## src/rtl/uart_rx_fifo_engine.sv

```systemverilog
`default_nettype none
// ============================================================================
// Module      : uart_rx_fifo_engine
// Description : UART receive path. Oversample tick generation (16x/13x),
//               start-bit validation, 5-8 bit deserialisation, parity, stop
//               and break checks, show-ahead receive FIFO, trigger level,
//               overrun and character-timeout indication.
// Revision    : 1.0 - initial release
// ============================================================================
module uart_rx_fifo_engine #(
    parameter int FIFO_DEPTH   = 16,
    parameter int DIV_WIDTH    = 16,
    parameter int TIMEOUT_BITS = 40
) (
    input  logic                            apb_clk_in,
    input  logic                            apb_rstn_in,
    input  logic [DIV_WIDTH-1:0]            divisor_in,
    input  logic                            osm_sel_in,
    input  logic [1:0]                      wls_in,
    input  logic                            pen_in,
    input  logic                            eps_in,
    input  logic                            sp_in,
    input  logic                            fifoen_in,
    input  logic [1:0]                      rxfifotl_in,
    input  logic                            rxclr_in,
    input  logic                            serial_in,
    input  logic                            rd_en_in,
    input  logic                            lsr_rd_in,
    output logic [7:0]                      rdata_out,
    output logic                            pe_out,
    output logic                            fe_out,
    output logic                            bi_out,
    output logic                            dr_out,
    output logic                            oe_out,
    output logic [$clog2(FIFO_DEPTH):0]     level_out,
    output logic                            trig_out,
    output logic                            timeout_out
);

    localparam int c_AW   = $clog2(FIFO_DEPTH);
    localparam int c_TO_W = $clog2(TIMEOUT_BITS + 1);

    localparam logic [c_AW:0]     c_DEPTH    = (c_AW + 1)'(FIFO_DEPTH);
    localparam logic [c_TO_W-1:0] c_TO_LIMIT = c_TO_W'(TIMEOUT_BITS);

    localparam logic [2:0] c_ST_IDLE     = 3'd0;
    localparam logic [2:0] c_ST_START    = 3'd1;
    localparam logic [2:0] c_ST_DATA     = 3'd2;
    localparam logic [2:0] c_ST_PARITY   = 3'd3;
    localparam logic [2:0] c_ST_STOP     = 3'd4;
    localparam logic [2:0] c_ST_BRK_WAIT = 3'd5;

    // ------------------------------------------------------------------
    // Line synchroniser and arming
    // ------------------------------------------------------------------
    logic [1:0] r_sync;
    logic [1:0] r_init;
    logic       r_armed;
    logic       w_rx;

    assign w_rx = r_sync[1];

    // Two-flop synchroniser; the line is only trusted for start detection
    // once a genuine high has passed through it after reset, so a frame
    // already in flight at reset release is ignored.
    always_ff @(posedge apb_clk_in or negedge apb_rstn_in) begin
        if (!apb_rstn_in) begin
            r_sync  <= 2'b11;
            r_init  <= 2'b00;
            r_armed <= 1'b0;
        end else begin
            r_sync  <= {r_sync[0], serial_in};
            r_init  <= {r_init[0], 1'b1};
            r_armed <= r_armed | (r_init[1] & w_rx);
        end
    end

    // ------------------------------------------------------------------
    // Oversample tick generator
    // ------------------------------------------------------------------
    logic [DIV_WIDTH-1:0] r_div_cnt;
    logic [DIV_WIDTH-1:0] w_div_last;
    logic                 w_tick;

    assign w_div_last = (divisor_in == '0) ? '0 : divisor_in - DIV_WIDTH'(1);
    // Compare with >= so a divisor reduced below the running count wraps at once.
    assign w_tick     = (r_div_cnt >= w_div_last);

    // Free-running divisor counter producing a one-clock tick at wrap.
    always_ff @(posedge apb_clk_in or negedge apb_rstn_in) begin
        if (!apb_rstn_in) begin
            r_div_cnt <= '0;
        end else if (w_tick) begin
            r_div_cnt <= '0;
        end else begin
            r_div_cnt <= r_div_cnt + DIV_WIDTH'(1);
        end
    end

    // ------------------------------------------------------------------
    // Receive state machine
    // ------------------------------------------------------------------
    logic [2:0] r_state;
    logic [3:0] r_os_cnt;
    logic [2:0] r_bit_cnt;
    logic [7:0] r_shift;
    logic       r_par_s;
    logic       r_any_one;
    logic       r_push_pend;
    logic [7:0] r_push_data;
    logic       r_push_pe;
    logic       r_push_fe;
    logic       r_push_bi;

    logic [3:0] w_n_last;
    logic [3:0] w_mid_last;
    logic [2:0] w_last_bit;
    logic       w_bit_end;
    logic       w_exp_par;
    logic       w_pe;
    logic       w_bi;

    assign w_n_last   = osm_sel_in ? 4'd12 : 4'd15;
    assign w_mid_last = osm_sel_in ? 4'd5  : 4'd7;
    assign w_last_bit = 3'd4 + {1'b0, wls_in};
    assign w_bit_end  = w_tick && (r_os_cnt == w_n_last);
    // Unused upper data bits are cleared at start, so they do not disturb the XOR.
    assign w_exp_par  = sp_in ? ~eps_in : (eps_in ? ^r_shift : ~(^r_shift));
    assign w_pe       = pen_in & (r_par_s != w_exp_par);
    assign w_bi       = ~r_any_one & ~w_rx;

    // Frame sequencing: start validation, bit sampling, stop/break handling.
    always_ff @(posedge apb_clk_in or negedge apb_rstn_in) begin
        if (!apb_rstn_in) begin
            r_state     <= c_ST_IDLE;
            r_os_cnt    <= '0;
            r_bit_cnt   <= '0;
            r_shift     <= '0;
            r_par_s     <= 1'b0;
            r_any_one   <= 1'b0;
            r_push_pend <= 1'b0;
            r_push_data <= '0;
            r_push_pe   <= 1'b0;
            r_push_fe   <= 1'b0;
            r_push_bi   <= 1'b0;
        end else begin
            r_push_pend <= 1'b0;
            case (r_state)
                c_ST_IDLE: begin
                    if (w_tick && !w_rx && r_armed) begin
                        r_state   <= c_ST_START;
                        r_os_cnt  <= '0;
                        r_bit_cnt <= '0;
                        r_shift   <= '0;
                        r_par_s   <= 1'b0;
                        r_any_one <= 1'b0;
                    end
                end
                c_ST_START: begin
                    if (w_tick) begin
                        if (r_os_cnt == w_mid_last) begin
                            r_os_cnt <= '0;
                            r_state  <= w_rx ? c_ST_IDLE : c_ST_DATA;
                        end else begin
                            r_os_cnt <= r_os_cnt + 4'd1;
                        end
                    end
                end
                c_ST_DATA: begin
                    if (w_bit_end) begin
                        r_os_cnt           <= '0;
                        r_shift[r_bit_cnt] <= w_rx;
                        r_any_one          <= r_any_one | w_rx;
                        if (r_bit_cnt == w_last_bit) begin
                            r_state <= pen_in ? c_ST_PARITY : c_ST_STOP;
                        end else begin
                            r_bit_cnt <= r_bit_cnt + 3'd1;
                        end
                    end else if (w_tick) begin
                        r_os_cnt <= r_os_cnt + 4'd1;
                    end
                end
                c_ST_PARITY: begin
                    if (w_bit_end) begin
                        r_os_cnt  <= '0;
                        r_par_s   <= w_rx;
                        r_any_one <= r_any_one | w_rx;
                        r_state   <= c_ST_STOP;
                    end else if (w_tick) begin
                        r_os_cnt <= r_os_cnt + 4'd1;
                    end
                end
                c_ST_STOP: begin
                    if (w_bit_end) begin
                        r_os_cnt    <= '0;
                        r_push_pend <= 1'b1;
                        r_push_data <= w_bi ? 8'h00 : r_shift;
                        r_push_pe   <= w_pe;
                        r_push_fe   <= ~w_rx;
                        r_push_bi   <= w_bi;
                        r_state     <= w_rx ? c_ST_IDLE : c_ST_BRK_WAIT;
                    end else if (w_tick) begin
                        r_os_cnt <= r_os_cnt + 4'd1;
                    end
                end
                c_ST_BRK_WAIT: begin
                    if (w_rx) begin
                        r_state <= c_ST_IDLE;
                    end
                end
                default: begin
                    r_state <= c_ST_IDLE;
                end
            endcase
        end
    end

    // ------------------------------------------------------------------
    // Receive FIFO
    // ------------------------------------------------------------------
    logic [10:0]     r_mem [FIFO_DEPTH];
    logic [c_AW-1:0] r_wr_ptr;
    logic [c_AW-1:0] r_rd_ptr;
    logic [c_AW:0]   r_count;
    logic            r_fifoen_q;
    logic            r_oe;

    logic [c_AW:0]   w_eff_depth;
    logic            w_flush;
    logic            w_full;
    logic            w_pop;
    logic            w_push;
    logic            w_ovr;
    logic [10:0]     w_head;
    logic [c_AW:0]   w_trig_lvl;

    assign w_eff_depth = fifoen_in ? c_DEPTH : (c_AW + 1)'(1);
    assign w_flush     = rxclr_in | (fifoen_in != r_fifoen_q);
    assign w_full      = (r_count >= w_eff_depth);
    assign w_pop       = rd_en_in & (r_count != '0) & ~w_flush;
    // A same-cycle pop frees the slot before the push is considered.
    assign w_push      = r_push_pend & ~w_flush & (~w_full | w_pop);
    assign w_ovr       = r_push_pend & ~w_flush & w_full & ~w_pop;
    assign w_head      = r_mem[r_rd_ptr];

    // FIFO storage write port; contents need no reset behind the count.
    always_ff @(posedge apb_clk_in) begin
        if (w_push) begin
            r_mem[r_wr_ptr] <= {r_push_bi, r_push_fe, r_push_pe, r_push_data};
        end
    end

    // Pointer and occupancy bookkeeping, with flush on rxclr or fifoen change.
    always_ff @(posedge apb_clk_in or negedge apb_rstn_in) begin
        if (!apb_rstn_in) begin
            r_wr_ptr   <= '0;
            r_rd_ptr   <= '0;
            r_count    <= '0;
            r_fifoen_q <= 1'b0;
        end else begin
            r_fifoen_q <= fifoen_in;
            if (w_flush) begin
                r_wr_ptr <= '0;
                r_rd_ptr <= '0;
                r_count  <= '0;
            end else begin
                if (w_push) begin
                    r_wr_ptr <= r_wr_ptr + c_AW'(1);
                end
                if (w_pop) begin
                    r_rd_ptr <= r_rd_ptr + c_AW'(1);
                end
                if (w_push && !w_pop) begin
                    r_count <= r_count + (c_AW + 1)'(1);
                end else if (w_pop && !w_push) begin
                    r_count <= r_count - (c_AW + 1)'(1);
                end
            end
        end
    end

    // Sticky overrun; a new overrun beats a same-cycle status read.
    always_ff @(posedge apb_clk_in or negedge apb_rstn_in) begin
        if (!apb_rstn_in) begin
            r_oe <= 1'b0;
        end else if (w_ovr) begin
            r_oe <= 1'b1;
        end else if (lsr_rd_in) begin
            r_oe <= 1'b0;
        end
    end

    // ------------------------------------------------------------------
    // Character timeout
    // ------------------------------------------------------------------
    logic [3:0]        r_to_tick;
    logic [c_TO_W-1:0] r_to_bits;
    logic              r_timeout;
    logic              w_to_event;

    assign w_to_event = r_push_pend | w_pop | w_flush;

    // Count idle bit-times while data waits in the FIFO and the line is quiet.
    always_ff @(posedge apb_clk_in or negedge apb_rstn_in) begin
        if (!apb_rstn_in) begin
            r_to_tick <= '0;
            r_to_bits <= '0;
        end else if (w_to_event || (r_count == '0)) begin
            r_to_tick <= '0;
            r_to_bits <= '0;
        end else if (w_tick && (r_state == c_ST_IDLE) && !r_timeout) begin
            if (r_to_tick == w_n_last) begin
                r_to_tick <= '0;
                r_to_bits <= r_to_bits + c_TO_W'(1);
            end else begin
                r_to_tick <= r_to_tick + 4'd1;
            end
        end
    end

    // Timeout flag holds until the FIFO sees activity or a flush.
    always_ff @(posedge apb_clk_in or negedge apb_rstn_in) begin
        if (!apb_rstn_in) begin
            r_timeout <= 1'b0;
        end else if (w_to_event) begin
            r_timeout <= 1'b0;
        end else if (r_to_bits == c_TO_LIMIT) begin
            r_timeout <= 1'b1;
        end
    end

    // ------------------------------------------------------------------
    // Outputs
    // ------------------------------------------------------------------
    always_comb begin
        w_trig_lvl = (c_AW + 1)'(1);
        case (rxfifotl_in)
            2'b00:   w_trig_lvl = (c_AW + 1)'(1);
            2'b01:   w_trig_lvl = c_DEPTH >> 2;
            2'b10:   w_trig_lvl = c_DEPTH >> 1;
            default: w_trig_lvl = c_DEPTH - (c_AW + 1)'(2);
        endcase
    end

    assign dr_out      = (r_count != '0);
    assign rdata_out   = dr_out ? w_head[7:0] : 8'h00;
    assign pe_out      = dr_out & w_head[8];
    assign fe_out      = dr_out & w_head[9];
    assign bi_out      = dr_out & w_head[10];
    assign oe_out      = r_oe;
    assign level_out   = r_count;
    assign trig_out    = dr_out & (r_count >= w_trig_lvl);
    assign timeout_out = r_timeout;

endmodule
`default_nettype wire

```

## config.mk

```make
export PLATFORM = sky130hd
export DESIGN_NAME = uart_rx_fifo_engine
export DESIGN_NICKNAME = d
export VERILOG_FILES = /design/src/rtl/uart_rx_fifo_engine.sv
export SDC_FILE = /design/constraint.sdc
export NUM_CORES = 1
export LEC_CHECK = 0
export ABC_AREA = 1
export CORE_MARGIN = 4
export CORE_UTILIZATION = 40
export DETAILED_ROUTE_END_ITERATION = 8
export SLEW_MARGIN = 0
export SYNTH_ARGS = -nofsm -noshare
export SYNTH_HDL_FRONTEND = slang
export SYNTH_SLANG_ARGS = --single-unit
```

## constraint.sdc

```tcl
create_clock -name apb_clk_in -period 3.45 [get_ports apb_clk_in]
set_input_delay 1.035 -clock apb_clk_in [delete_from_list [all_inputs] [get_ports apb_clk_in]]
set_output_delay 1.035 -clock apb_clk_in [all_outputs]
set_load 0.02 [all_outputs]
```

After elaboration in Yosys (flattened, before gate mapping)
Memories as Yosys holds them, arrays and structs flattened. Cells that the tools add are included.

Register bits after elaboration: 79. RAM bits: 176. Output and inout port bits: 20. Logic and storage cells: 195. Memories: 1.

Add/subtract/negate cells: 11. $lt $le $gt $ge: 5. Eq/ne operators: 25. Mux-type cells: 64. Bitwise logic cells: 26. Reduce and logical (&&, ||, !) cells: 40.

Memories: r_mem (depth 16, bits a word 11, rd ports 1, clocked after Yosys merged registers in 0, wr ports 1, RTL line 221) `logic [10:0] r_mem [FIFO_DEPTH];`.

Operator list (count): $mux W4 (12); $mux W3 (13); $mux W16 (2); $mux W8 (4); $pmux W4 S3 (2); $mux W5 (4); $mux W6 (3); $ne A2 B2 Y1 const B (9); $pmux W3 S6 (1); $reduce_bool A2 Y1 (9); $add A16 B1 Y16 const B (1); $add A4 B1 Y4 const B (4); $ge A16 B16 Y1 (1); $logic_not A16 Y1 (1); $pmux W8 S2 (1); $sub A16 B1 Y16 const B (1); $mux W1 (14); $and A1 B1 Y1 (13); $reduce_and A3 Y1 (3); $bwmux W8 (1); $eq A4 B4 Y1 (2); $logic_and A1 B1 Y1 (8); $reduce_and A4 Y1 (2); $reduce_and A8 Y1 (1); 37 further kinds (59).

Longest topological paths before layout
Word-level depth: 11. Gate-level depth with buffers: 25. Mapped depth without buffers: 25.

Worst setup path after synthesis
Ideal clock, no wire load.

Kind: input port to flip-flop. Start: in divisor_in[2]. End: reg r_state[0]. Library setup time: 121 ps. Arrival time: 3396 ps. Slack: -67 ps. Cell stages on the path: 20. Cell sequence: nor2_1 nand2_1 nor3_2 inv_1 nor3_2 nand2_1 nor3_1 xor2_1 nand2_1 ha_1 nand2_1 nor3_1 nand2_1 nand2_2 nand2_2 nand2_2 buf_4 nand3_2 o21bai_1 nand2_1.

Word-level cells in the longest chain between the ends: 7.

Ends and longest elaborated chain: start, declared (RTL line 17) `input logic [DIV_WIDTH-1:0] divisor_in,`; $sub A16 B1 Y16 / $logic_not A16 Y1 (equally long branches) (RTL line 85) `assign w_div_last = (divisor_in == '0) ? '0 : divisor_in - DIV_WIDTH'(1);`; $mux W16 (*) (RTL line 85); $ge A16 B16 Y1 (*) (RTL line 87) `assign w_tick = (r_div_cnt >= w_div_last);`; $logic_and A1 B1 Y1 (2 in series) (RTL line 150) `if (w_tick && !w_rx && r_armed) begin`; $ne A2 B2 Y1 (no line); $reduce_and A8 Y1 (no line) (*); end signal, assigned (RTL line 151) `r_state <= c_ST_START;`; end signal, assigned (RTL line 163) `r_state <= w_rx ? c_ST_IDLE : c_ST_DATA;`; end signal, assigned (RTL line 175) `r_state <= pen_in ? c_ST_PARITY : c_ST_STOP;`; end, declared (RTL line 103) `logic [2:0] r_state;`.

Every way passes the cells marked *; elsewhere a longest branch is shown, timed or not. A chain may end at the register's enable or synchronous reset.

Worst setup path in the final report
Start: reg r_rd_ptr[1]. End: out rdata_out[7].

Word-level cells in the longest chain between the ends: 2.

Ends and longest elaborated chain: start, declared (RTL line 223) `logic [c_AW-1:0] r_rd_ptr;`; start signal, assigned (RTL line 271) `r_rd_ptr <= r_rd_ptr + c_AW'(1);`; $mem_v2 Z16 W11; $mux W8 (RTL line 346) `assign rdata_out = dr_out ? w_head[7:0] : 8'h00;`; end, declared (RTL line 29) `output logic [7:0] rdata_out,`.

No other way between the ends.

==> results.txt <==
----------------------------------------------------
[Power and ir drop]
  Total Power Consumption ... 8.92 mW
  PwrDens ... 578 nW/um^2
  Leak pwr ... 6.19 nW
  Peak supply drop ... 0.370 mV

[CTS]
  H-Tree Level Count ... 1
  Clk Tree Root Cell ... clkbuf_16
  Worst skew pair latency ... 0.54 ns
  Clock transition at the registers of the reported paths ... 0.06 ns
  Clock tree from TritonCTS ... yes
  Total CTS buffers ... 27
  CTS max path bufs ... 3
  Cts-stage hold buffer count ... 0
  Clock Sink Count ... 255

[Place]
  Placed cells ... 1674
  Total half-perimeter wirelength after legalization and detailed placement ... 19.3 mm
  Port Buffer Count ... 50
  Placer congestion estimate ... 0.822
  Pre-CTS setup slack ... -0.782 ns

[Logic synthesis]
  Synthesized instance count ... 1175
  Sequential share of the synthesized area ... 0.598
  Cell taking the most area after synthesis ... edfxtp_1
  Top cell types by occurrence after synthesis ... 251 x nand2_1, 176 x edfxtp_1, 112 x nor2_1
  Count of unique library cells instantiated by Yosys ... 54
  Number of flip-flops and latches in the synthesized netlist ... 255
  Yosys Warn Count ... 0
  Most repeated cell in the gate-level netlist after synthesis ... nand2_1
  Average instance area after synthesis ... 10.3 sq um
  Top-area cell type share of the netlist area ... 0.435
  Fraction of registers with async set or reset after synthesis ... 0.310
  Dominant synthesized flop cell ... edfxtp_1
  Synthesized cell area ... 12100 sq um
  Syn Nets ... 1245
  Top post-synthesis cells by area ... edfxtp_1 44%, dfrtp_1 16%, nand2_1 7.8%
  Number of flops mapped to enable cells by yosys ... 176

[Timing]
  Final worst slack ... 0.0640 ns
  Measured slew at the worst slew-check pin ... 0.773 ns
  Highest clock rate ... 295 MHz
  Final-layout worst hold slack ... 0.355 ns
  Final hold violations ... 0
  Slew headroom ... 0.485
  Final Max Slew Viols ... 0
  Final worst clock skew ... 0.0289 ns
  Share of the clock period used by the worst path ... 0.981
  Final min period ... 3.39 ns
  Number of setup violations in the final report ... 0

[Global routing]
  Antenna violations before repair ... 0
  Number of global-route vias before repair ... 8905
  Pin count of the biggest net entering global routing ... 38
  Total track usage ... 0.176
  Congestion Overflow GR ... 0
  Global-route wire length before repair ... 47.2 mm

[Setup path]
  Cell with the largest stage delay on the worst path ... dfrtp_2
  Data arrival time of the critical path ... 2.35 ns
  Startpoint-to-endpoint class of the critical path ... flop to output port
  Worst setup EP type ... output port
  Critical path, cell by cell ... nor2_2 -> clkinvlp_4 -> buf_12 -> buf_4 -> o221ai_1 -> nor2_1 -> a211oi_2 -> buf_2
  Category of the worst setup path launch point ... flop
  Crit path max fanout ... 12
  Delay contributed by the slowest stage of the critical path ... 0.44 ns
  Critical path data required time ... 2.41 ns

[Worst hold path]
  Path type of the worst min-delay path ... flop to flop

[Floorplan]
  Overall die height ... 182 microns
  Die Width ... 182 microns
  Initial Utilization ... 0.408
  Full die area ... 33200 sq um
  Core area ... 29800 sq um
  Floorplan row count ... 63
  Top-level port count ... 51

[Finish]
  Fraction of final layout cells with drive strength greater than 1 ... 0.246
  Area of the multi-input gates ... 4880 sq um
  Sequential Area ... 7270 sq um
  Number of nets in the layout ... 1407
  Post-route non-filler standard cell count ... 1749
  Layout area overhead ... 27.0%
  Number of filler instances in the final layout ... 2639

[Route]
  Via count ... 8933
  Remaining antenna violation count ... 0
  Number of iterations in the first detailed-routing pass ... 5
  Post-detailed-route DRC marker count ... 0
  Vias per Instance ... 5.11
  Avg WL per Cell ... 17.1 microns
  Number of design-rule violations left by the first detailed-router iteration ... 673
  Aggregate routed wire length ... 30.0 mm

[Flow run]
  Max-cap violation count ... 0

[Status]
  Status ... completed

----------------------------------------------------
-- registers in the layout (all words and copies together), names as in the netlist, 3 cells and up --
| name | flops |
|---|---|
| r_push_data | 8 |
| r_rd_ptr | 4 |
| r_mem | 176 |
| r_bit_cnt | 3 |
| r_os_cnt | 4 |
| r_shift | 8 |
| r_to_tick | 4 |
| r_to_bits | 6 |
| r_div_cnt | 16 |
| level_out | 5 |
| r_state | 3 |
| r_wr_ptr | 4 |
-- power breakdown --
| group | internal (mW) | leakage (nW) | switching [mW] |
|---|---|---|---|
| clock network | 1.52 | 0.393 | 1.18 |
| logic | 1.08 | 3.40 | 1.61 |
| registers | 3.37 | 2.39 | 0.163 |
| total | 5.97 | 6.19 | 2.96 |
-- metrics by stage --
| step | setup TNS, ns | utilization | cell area [sq um] |
|---|---|---|---|
| 6_report | 0 | 0.518 | 15400 |
| 5_1_grt | -0.150 | 0.518 | 15400 |
| 4_1_cts | -0.0361 | 0.506 | 15100 |
| 3_5_place_dp | -39.59 | 0.464 | 13800 |
| 3_3_place_gp | -36.36 | 0.464 | 13800 |
| 2_1_floorplan | -0.00451 | - | 12200 |
-- what timing repair did --
item | in CTS | in global routing
gates cloned | 4 | 0
resized for setup | 144 | 102
endpoints found under the setup margin | 58 | 67
endpoints found under the hold margin | 0 | 0
buffers inserted | 16 | 6
pin swaps | 38 | 56
-- layout make-up --
type                    count  area share
multi-input cells         779       0.316
repair buffers            172       0.101
clock buffers              34      0.0455
flip-flops and latches    255       0.471
diodes                      1    0.000162
well taps                 390      0.0316
inverters                 102      0.0265
clock inverters            16     0.00738
-- routing by layer --
metal / part of all wire / wire length [microns] / GRT usage / vias to the layer above
met2: 0.48 / 14500 / 0.298 / 197
li1: - / - / - / 4396
met4: 0.023 / 694 / 0.0411 / 0
met1: 0.45 / 13500 / 0.247 / 4292
met5: 0 / 0 / 0 / -
met3: 0.041 / 1240 / 0.0187 / 48
-- critical path: cells and delay by family (launching register included) --
family	cells	cell delay [ns]
compound gates	2	0.44
simple gates	2	0.28
flops	1	0.44
buf+inv	4	0.65
-- kinds of logic (layout without fill, tap and decap cells) --
family / Yosys count / after routing / share of synthesized area
other cells: 1 / 2 / 0.000309
fa+ha+maj: 39 / 39 / 0.0408
mux: 22 / 22 / 0.0181
flops: 255 / 255 / 0.598
xor+xnor: 29 / 29 / 0.0209
buf+inv: 142 / 324 / 0.0462
simple gates: 483 / 484 / 0.176
compound gates: 204 / 204 / 0.0993
-- worst paths after layout --
kind	depth (start not counted)	slack, ns	end	from
setup / recovery	8	0.06	rdata_out[7]	r_rd_ptr[1]
min in group asynchronous	1	0.49	r_init[0]	apb_rstn_in
hold reg to reg	0	0.36	r_sync[1]	r_sync[0]
hold / removal	0	0.36	r_sync[1]	r_sync[0]
max in group asynchronous	2	2.34	r_os_cnt[3]	apb_rstn_in
setup reg to reg	15	0.78	level_out[4]	level_out[3]
-- cell usage in the layout (no fill, tap or decap), types with 12 or more instances in the layout --
cell type	synthesis	routed
nand2_1	251	226
edfxtp_1	176	176
buf_4	1	106
nor2_1	112	96
inv_1	96	81
dfrtp_1	77	75
a21oi_1	72	65
o21ai_0	58	54
nand3_1	37	32
ha_1	38	28
clkbuf_16	0	27
nor3_1	29	26
nand2_2	6	23
mux2i_1	22	22
clkdlybuf4s50_1	0	21
xor2_1	19	18
nor2_2	4	15
inv_2	4	15
nand2_4	6	13
o22ai_1	12	12
(Power assumes the default switching activity.)
